## src/rtl/pipe_pkg.sv

```systemverilog
// Shared definitions for the MIPS pipeline stage registers.
//   - Control-field bit offsets in the EX/MEM control vector.
//   - The NOP control encoding that is driven whenever a stage holds no valid entry.
//   - Per-stage control widths and data word counts for ID/EX, EX/MEM and MEM/WB.
// No ports. The top-level register is pipe_stage_reg.
package pipe_pkg;

    // EX/MEM control layout: PCSrc[7:5] RegWr[4] MemWr[3] MemRd[2] MemToReg[1:0]
    localparam int unsigned CTRL_PCSRC_LSB    = 5;
    localparam int unsigned CTRL_PCSRC_W      = 3;
    localparam int unsigned CTRL_REGWR_BIT    = 4;
    localparam int unsigned CTRL_MEMWR_BIT    = 3;
    localparam int unsigned CTRL_MEMRD_BIT    = 2;
    localparam int unsigned CTRL_MEMTOREG_LSB = 0;
    localparam int unsigned CTRL_MEMTOREG_W   = 2;

    // All-zero control is a bubble: no register write and no memory access.
    localparam logic [7:0] CTRL_NOP = 8'h00;

    // Per-stage instantiation constants.
    localparam int unsigned IDEX_CTRL_W   = 12;
    localparam int unsigned IDEX_N_WORDS  = 4;
    localparam int unsigned EXMEM_CTRL_W  = 8;
    localparam int unsigned EXMEM_N_WORDS = 4;
    localparam int unsigned MEMWB_CTRL_W  = 3;
    localparam int unsigned MEMWB_N_WORDS = 3;

endpackage

```

## src/rtl/pipe_slot.sv

```systemverilog
// One storage slot of a pipeline stage register: a valid bit plus a payload flop.
// Ports:
//   clk    in   clock, rising edge
//   rst_n  in   asynchronous active-low reset (clears valid and payload)
//   load   in   capture d into the payload and set valid
//   clr    in   clear valid (has priority over load); payload keeps its value
//   d      in   W   payload to capture
//   valid  out  slot holds an entry
//   q      out  W   stored payload
module pipe_slot #(
    parameter int unsigned W = 1
) (
    input  logic         clk,
    input  logic         rst_n,
    input  logic         load,
    input  logic         clr,
    input  logic [W-1:0] d,
    output logic         valid,
    output logic [W-1:0] q
);

    always_ff @(posedge clk or negedge rst_n) begin
        if (!rst_n) begin
            valid <= 1'b0;
            q     <= '0;
        end else begin
            if (clr) begin
                valid <= 1'b0;
            end else if (load) begin
                valid <= 1'b1;
                q     <= d;
            end
        end
    end

endmodule

```

## src/rtl/pipe_stage_reg.sv

```systemverilog
// Parametrised MIPS pipeline stage register (ID/EX, EX/MEM, MEM/WB) with a valid/ready
// handshake, a main + skid slot pair for stalls, and a synchronous flush that inserts a bubble.
// Optional feature macro: PSR_PERF_CNT_EN enables saturating stall/flush counters; when it is
// undefined the counter outputs are constant zero and no counter flops exist.
// Ports:
//   clk        in   clock, rising edge
//   Reset      in   asynchronous active-low reset
//   flush      in   drop all held and incoming entries
//   in_valid   in   upstream entry valid
//   in_ready   out  stage can accept (registered: !skid_valid)
//   ctrl_in    in   CTRL_W control fields
//   data_in    in   N_WORDS*DATA_W packed data words, word 0 at LSB
//   rd_in      in   ADDR_W destination register address
//   out_valid  out  downstream entry valid
//   out_ready  in   downstream accepts
//   ctrl_out   out  control, forced to NOP when out_valid=0
//   data_out   out  data words of the main slot
//   rd_out     out  destination address of the main slot
//   stall_cnt  out  CNT_W cycles with out_valid & !out_ready
//   flush_cnt  out  CNT_W flushes that discarded at least one valid entry
module pipe_stage_reg
    import pipe_pkg::*;
#(
    parameter int unsigned CTRL_W  = EXMEM_CTRL_W,
    parameter int unsigned DATA_W  = 32,
    parameter int unsigned N_WORDS = EXMEM_N_WORDS,
    parameter int unsigned ADDR_W  = 5,
    parameter int unsigned CNT_W   = 16
) (
    input  logic                      clk,
    input  logic                      Reset,
    input  logic                      flush,
    input  logic                      in_valid,
    output logic                      in_ready,
    input  logic [CTRL_W-1:0]         ctrl_in,
    input  logic [N_WORDS*DATA_W-1:0] data_in,
    input  logic [ADDR_W-1:0]         rd_in,
    output logic                      out_valid,
    input  logic                      out_ready,
    output logic [CTRL_W-1:0]         ctrl_out,
    output logic [N_WORDS*DATA_W-1:0] data_out,
    output logic [ADDR_W-1:0]         rd_out,
    output logic [CNT_W-1:0]          stall_cnt,
    output logic [CNT_W-1:0]          flush_cnt
);

    localparam int unsigned PAY_W = CTRL_W + N_WORDS * DATA_W + ADDR_W;

    logic             main_valid, skid_valid;
    logic [PAY_W-1:0] main_q, skid_q, main_d, in_payload;
    logic             main_load, main_clr, skid_load, skid_clr;
    logic             accept, pop;

    assign in_payload = {ctrl_in, data_in, rd_in};

    // Ready depends only on a flop so no combinational ready chain forms across stages.
    assign in_ready = ~skid_valid;
    assign accept   = in_valid & in_ready & ~flush;
    assign pop      = main_valid & out_ready;

    always_comb begin
        main_load = 1'b0;
        main_clr  = 1'b0;
        skid_load = 1'b0;
        skid_clr  = 1'b0;
        main_d    = in_payload;
        if (flush) begin
            main_clr = 1'b1;
            skid_clr = 1'b1;
        end else if (pop) begin
            if (skid_valid) begin
                // Skid is older than anything upstream; in_ready was low so nothing is accepted.
                main_load = 1'b1;
                main_d    = skid_q;
                skid_clr  = 1'b1;
            end else if (accept) begin
                main_load = 1'b1;
            end else begin
                main_clr = 1'b1;
            end
        end else if (accept) begin
            if (!main_valid) begin
                main_load = 1'b1;
            end else begin
                skid_load = 1'b1;
            end
        end
    end

    pipe_slot #(
        .W (PAY_W)
    ) u_main (
        .clk   (clk),
        .rst_n (Reset),
        .load  (main_load),
        .clr   (main_clr),
        .d     (main_d),
        .valid (main_valid),
        .q     (main_q)
    );

    pipe_slot #(
        .W (PAY_W)
    ) u_skid (
        .clk   (clk),
        .rst_n (Reset),
        .load  (skid_load),
        .clr   (skid_clr),
        .d     (in_payload),
        .valid (skid_valid),
        .q     (skid_q)
    );

    assign out_valid = main_valid;
    assign ctrl_out  = main_valid ? main_q[PAY_W-1 -: CTRL_W] : CTRL_W'(CTRL_NOP);
    assign data_out  = main_q[ADDR_W +: N_WORDS*DATA_W];
    assign rd_out    = main_q[ADDR_W-1:0];

`ifdef PSR_PERF_CNT_EN
    logic [CNT_W-1:0] stall_q, flush_q;

    always_ff @(posedge clk or negedge Reset) begin
        if (!Reset) begin
            stall_q <= '0;
            flush_q <= '0;
        end else begin
            if (main_valid && !out_ready && stall_q != '1) begin
                stall_q <= stall_q + CNT_W'(1);
            end
            if (flush && (main_valid || skid_valid) && flush_q != '1) begin
                flush_q <= flush_q + CNT_W'(1);
            end
        end
    end

    assign stall_cnt = stall_q;
    assign flush_cnt = flush_q;
`else
    assign stall_cnt = '0;
    assign flush_cnt = '0;
`endif

endmodule
```

## config.mk

```make
export PLATFORM = sky130hd
export DESIGN_NAME = pipe_stage_reg
export DESIGN_NICKNAME = d
export VERILOG_FILES = /design/src/rtl/pipe_pkg.sv /design/src/rtl/pipe_slot.sv /design/src/rtl/pipe_stage_reg.sv
export SDC_FILE = /design/constraint.sdc
export NUM_CORES = 1
export LEC_CHECK = 0
export CORE_MARGIN = 2
export CORE_UTILIZATION = 50
export DETAILED_ROUTE_END_ITERATION = 10
export GPL_TIMING_DRIVEN = 0
export PLACE_DENSITY_LB_ADDON = 0.1
export SYNTH_ARGS = -nofsm -noshare
export SYNTH_HDL_FRONTEND = slang
export SYNTH_SLANG_ARGS = --single-unit
```

## constraint.sdc

```tcl
create_clock -name clk -period 2.2 [get_ports clk]
set_input_delay 0.44 -clock clk [delete_from_list [all_inputs] [get_ports clk]]
set_output_delay 0.44 -clock clk [all_outputs]
set_load 0.02 [all_outputs]
```

Yosys cells after proc, flatten, opt, wreduce, memory -nomap -nowiden
Index checks and enable logic that the tools add are counted.
{"block": "totals", "ff_bits": 284, "output_inout_bits": 175}
{"block": "classes", "n_mux": 25, "n_bitwise": 7, "reduce_logical": 4}
{"op": "$mux W141", "count": 3}
{"op": "$mux W1", "count": 21}
{"op": "$mux W8", "count": 1}
{"op": "$not A1 Y1", "count": 4}
{"op": "$reduce_and A2 Y1", "count": 2}
{"op": "$reduce_bool A2 Y1", "count": 2}
{"op": "$and A1 B1 Y1", "count": 3}

Longest topological paths before layout
{"block": "depth", "ltp_word": 9, "ltp_mapped": 5}

Modules after synthesis
Synthesis repeated with hierarchy kept, for this count alone.
{"block": "unflattened", "hier_cells": 812, "hier_area_um2": 13561.8}
{"mod": "pipe_slot", "instances": 2, "cells_per_inst": 302, "area_each_um2": 5736.8, "seq_area_each_um2": 3553.4}
{"mod": "pipe_stage_reg", "instances": 1, "cells_per_inst": 208, "area_each_um2": 2088.3, "seq_area_each_um2": 0.0}

Worst setup path after synthesis
OpenSTA, ideal clock, no wires.
{"block": "synth_path", "path_type": "reg2reg", "start": "register u_main.valid", "end": "register u_main.q[100]", "setup_ps": 125, "arrival_ps": 1691, "required_ps": 2075, "slack_ps": 384, "stages_incl_launch_ff": 6, "path_buffers": 2, "path_cell_list": "dfrtp_1 -> nand4b_1 -> buf_2 -> buf_2 -> mux2_2 -> mux2_2"}
{"block": "synth_via", "elab_chain_len": 5}
{"item": "from (decl)", "line": "pipe_slot.sv:18", "rtl": "output logic valid,"}
{"item": "from (signal assigned)", "line": "pipe_slot.sv:24", "rtl": "valid <= 1'b0;"}
{"item": "from (signal assigned)", "line": "pipe_slot.sv:28", "rtl": "valid <= 1'b0;"}
{"item": "from (signal assigned)", "line": "pipe_slot.sv:30", "rtl": "valid <= 1'b1;"}
{"item": "$mux W1 / $and A1 B1 Y1 (equally long branches)", "line": "pipe_stage_reg.sv:82, pipe_stage_reg.sv:59"}
{"item": "$mux W1 (on tied branches)", "line": "pipe_stage_reg.sv:81, pipe_stage_reg.sv:70"}
{"item": "$mux W1 (on tied branches)", "line": "pipe_stage_reg.sv:70, pipe_stage_reg.sv:67"}
{"item": "$mux W1 / $not A1 Y1 (equally long branches)"}
{"item": "$reduce_and A2 Y1 (no source line)"}
{"item": "to (signal assigned)", "line": "pipe_slot.sv:25", "rtl": "q <= '0;"}
{"item": "to (signal assigned)", "line": "pipe_slot.sv:31", "rtl": "q <= d;"}
{"item": "to (decl)", "line": "pipe_slot.sv:19", "rtl": "output logic [W-1:0] q"}
Parallel ways exist; a longest one is shown, timed or not.
A chain may end at the register's enable or synchronous reset.

Worst setup path in the final report
{"block": "layout_path", "start": "input port flush", "end": "register u_main.q[42]"}
{"block": "layout_via", "elab_chain_len": 8}
{"item": "from (decl)", "line": "pipe_stage_reg.sv:32", "rtl": "input logic flush,"}
{"item": "$not A1 Y1", "line": "pipe_stage_reg.sv:58", "rtl": "assign accept = in_valid & in_ready & ~flush;"}
{"item": "$and A1 B1 Y1", "line": "pipe_stage_reg.sv:58"}
{"item": "$mux W1", "line": "pipe_stage_reg.sv:76", "rtl": "end else if (accept) begin"}
{"item": "$mux W1", "line": "pipe_stage_reg.sv:71", "rtl": "if (skid_valid) begin"}
{"item": "$mux W1", "line": "pipe_stage_reg.sv:70", "rtl": "end else if (pop) begin"}
{"item": "$mux W1", "line": "pipe_stage_reg.sv:67", "rtl": "if (flush) begin"}
{"item": "$not A1 Y1 (no source line)"}
{"item": "$reduce_and A2 Y1 (no source line)"}
Parallel ways exist; a longest one is shown, timed or not.

==> impl_metrics.toml <==
[sta]
fin_crit_ps = 2130
final_max_slew_viol_count = 0
fin_hold_ws_ps = 473
setup_viol = 0
share_of_the_clock_period_used_by_the_worst_path_pct = 96.7
slew_headroom_pct = 53.1
clock-skew-final_ps = 8.57
worst_slew_pin_slew_ps = 703
hold_viol = 0
achievable-frequency_ghz = 0.470

[run_status]
status = "finished clean"

[global_routing]
first_pass_grt_wire_length_um = 44800
initial_antenna_violation_count = 3
sum_of_overflow_across_all_layers_after_global_routing = 0
grt_pass1_vias = 8455
grt_start_max_net_pins = 101
grt.total_usage_pct = 19.8

[setup_path]
crit_chain = "clkdlybuf4s50_1 -> nand4b_1 -> buf_4 -> buf_2 -> mux2_2 -> mux2_2"
critical-path-top-delay-family = "buffers and inverters"
worst_setup_path_end_kind = "flip-flop"
critical_path_class = "in -> reg"
cp_data_required_time_ps = 2630
most_prevalent_standard_cell_on_the_critical_path = "sky130_fd_sc_hd__mux2_2"
critPathArrivalTime_ps = 2560
critical_path.max_stage_delay_ps = 640
startpoint_type = "input port"
crit_slowest_cell = "sky130_fd_sc_hd__clkdlybuf4s50_1"
critPathMaxFanout = 10
crit_buf_inv = 3

[floorplan]
die_h_um = 168
chipWidth_um = 168
ioPinCount = 321
core_area_mm2 = 0.0267
core.rowCount = 60
fp.dieArea_mm2 = 0.0284
initial_utilization_pct = 50.6

[synth]
post_synth_mux_area_share_pct = 35.3
synth.area.top_cells = "sky130_fd_sc_hd__dfrtp_1 (53%), sky130_fd_sc_hd__mux2_2 (33%), sky130_fd_sc_hd__buf_4 (10%)"
synth_top_family_by_area = "multiplexers"
ys.warnings.count = 0
yosys.area_share.xor_xnor_pct = 0
syn_inst = 938
post_synthesis_cell_area_mm2 = 0.0135
ys_seq_area_share_pct = 52.6
ys_ff_latch = 284
yosysTopAreaCell = "sky130_fd_sc_hd__dfrtp_1"
synth_cell_types = 17
netlist.area_leader.share_pct = 52.6
synth-simple-area-share_pct = 0.620
yosys.area_share.adder_pct = 0
synth_compound_gate_area_share_pct = 0.278
syn_avg_cell_area_um2 = 14.4

[clocking]
tritoncts = "done"
clock_insertion_delay_worst_skew_ps = 550
clkSinkCount = 284
clock-root-buffer = "sky130_fd_sc_hd__clkbuf_16"
cts_made_buffers = 31
ctsLongestPathBuffers = 3
worst_setup_hold_path_clk_slew_ps = 60
cts_htree_levels = 1

[hold_path]
holdCritPathClass = "in -> async"

[final_layout]
num-nets-final = 1441
stdcell_count = 1658
drive_gt1_share_pct = 49.7
area_growth_pct = 33.7

[power_and_ir_drop]
leakagePower_nw = 7.96
cellPowerDensity_mw_per_mm2 = 922
peakVddDrop_mv = 0.634

[detailed_routing]
drc_errors = 0
route.final.wire_length_um = 27900
detailedRoute.firstPassIterationCount = 4
dr.first_iter.drc_count = 364
avgRoutedWirePerCell_um = 16.8
post_drt_via_cell_ratio = 4.85
total_via_count_in_the_routed_design = 8040
drt.antenna.violating_nets = 0

[placement]
placed_cells = 1600
gp_congestion = 0.729
hpwl_um = 19600
place.port_buffers = 288

[run]
max_cap_violations = 0
Yosys cell counts:
cell type and count:
sky130_fd_sc_hd__nand2_1 1, sky130_fd_sc_hd__nor4b_2 1, sky130_fd_sc_hd__a211oi_1 1, sky130_fd_sc_hd__mux2_1 30
sky130_fd_sc_hd__nand2b_1 1, sky130_fd_sc_hd__nand4b_1 1, sky130_fd_sc_hd__conb_1 1, sky130_fd_sc_hd__buf_4 184
sky130_fd_sc_hd__a21oi_1 2, sky130_fd_sc_hd__o21ai_0 1, sky130_fd_sc_hd__a221oi_2 1, sky130_fd_sc_hd__dfrtp_1 284
sky130_fd_sc_hd__clkbuf_1 6, sky130_fd_sc_hd__inv_1 2, sky130_fd_sc_hd__and2_1 8, sky130_fd_sc_hd__buf_2 21
sky130_fd_sc_hd__mux2_2 393
worst reg2reg max path: cells and delay by family, from the launching register on:
kind          cells  cell delay, ps
buf+inv           3             580
flops             1             430
mux               1             370
simple gates      2             560
cells in the final DEF, fill, tap and decap left out, drive strengths merged:
master,count
clkbuf,59
o21ai,1
and2,8
inv,4
nor4b,1
a211oi,1
nand4b,1
nand2,1
diode,2
a221oi,1
a21oi,2
dlygate4sd2,3
clkdlybuf4s15,5
mux2,423
nand2b,1
conb,32
dlygate4sd3,1
buf,208
dfrtp,284
clkdlybuf4s50,279
metrics by stage:
step | worst slack, ps | power (W) | utilization [%] | cell area (µm²) | TNS (ps)
floorplan | 384 | 0.00996 | - | 13600 | 0
global placement | -12040 | 0.0117 | 63.4 | 16900 | -3559640
detailed placement | -765 | 0.0119 | 63.6 | 17000 | -163510
CTS | 0.345 | 0.0169 | 67.4 | 18000 | 0
global route | -3.49 | 0.0175 | 67.6 | 18100 | -12.8
finish | 72.7 | 0.0167 | 67.6 | 18100 | 0
area by class of cell:
type	instances	area (µm²)
clock buffer	51	951
tap	341	427
inverter	2	7.51
fill	2023	8660
buffer	209	1550
clock inverter	2	17.5
timing repair buffer	295	2980
antenna	2	5.00
sequential	284	7110
multi-input combinational	472	5030
where the power goes:
| part | total (W) | internal (W) | switching, W |
|---|---|---|---|
| combinational | 0.00464 | 0.00285 | 0.00179 |
| clock | 0.00492 | 0.00291 | 0.00201 |
| sequential | 0.00710 | 0.00650 | 0.000603 |
cells by family after synthesis:
kind of cell / after synthesis
buffers and inverters: 213
muxes: 423
and+or+nand+nor: 12
DFF: 284
other: 1
AOI/OAI and AO/OA: 5
flip-flops by register name, indices dropped and copies added (netlist names):
| register | flops |
|---|---|
| u_skid.q | 141 |
| u_main.valid | 1 |
| u_skid.valid | 1 |
| u_main.q | 141 |
per-layer routing:
layer / GRT usage, % / wire length (µm) / share of wire, % / vias up
li1: - / - / - / 3794
met1: 26.7 / 12300 / 44 / 3978
met2: 32.0 / 13300 / 48 / 216
met3: 4.40 / 1630 / 5.8 / 50
met4: 6.26 / 735 / 2.6 / 2
met5: 0 / 13 / 0.047 / -
worst paths after layout:
kind                               startpoint       endpoint  depth (start not counted)  slack, ps
worst max-delay path                    flush   u_main.q[42]                          6         70
worst min-delay path                    Reset  u_main.q[107]                          2        470
worst max register to register   u_skid.valid   u_skid.q[48]                          6        140
worst min register to register  u_skid.q[120]  u_skid.q[120]                          1        480
max in group asynchronous               Reset   u_main.q[37]                          4        340
min in group clk                u_skid.q[120]  u_skid.q[120]                          1        480
what timing repair did:
item,in CTS,in global routing
buffers inserted,2,2
setup endpoints to repair,239,233
hold buffers,1,0
resized for setup,15,19
pin swaps,1,0
hold endpoints to repair,89,0
No activity file was read; power rests on OpenSTA's default activity.
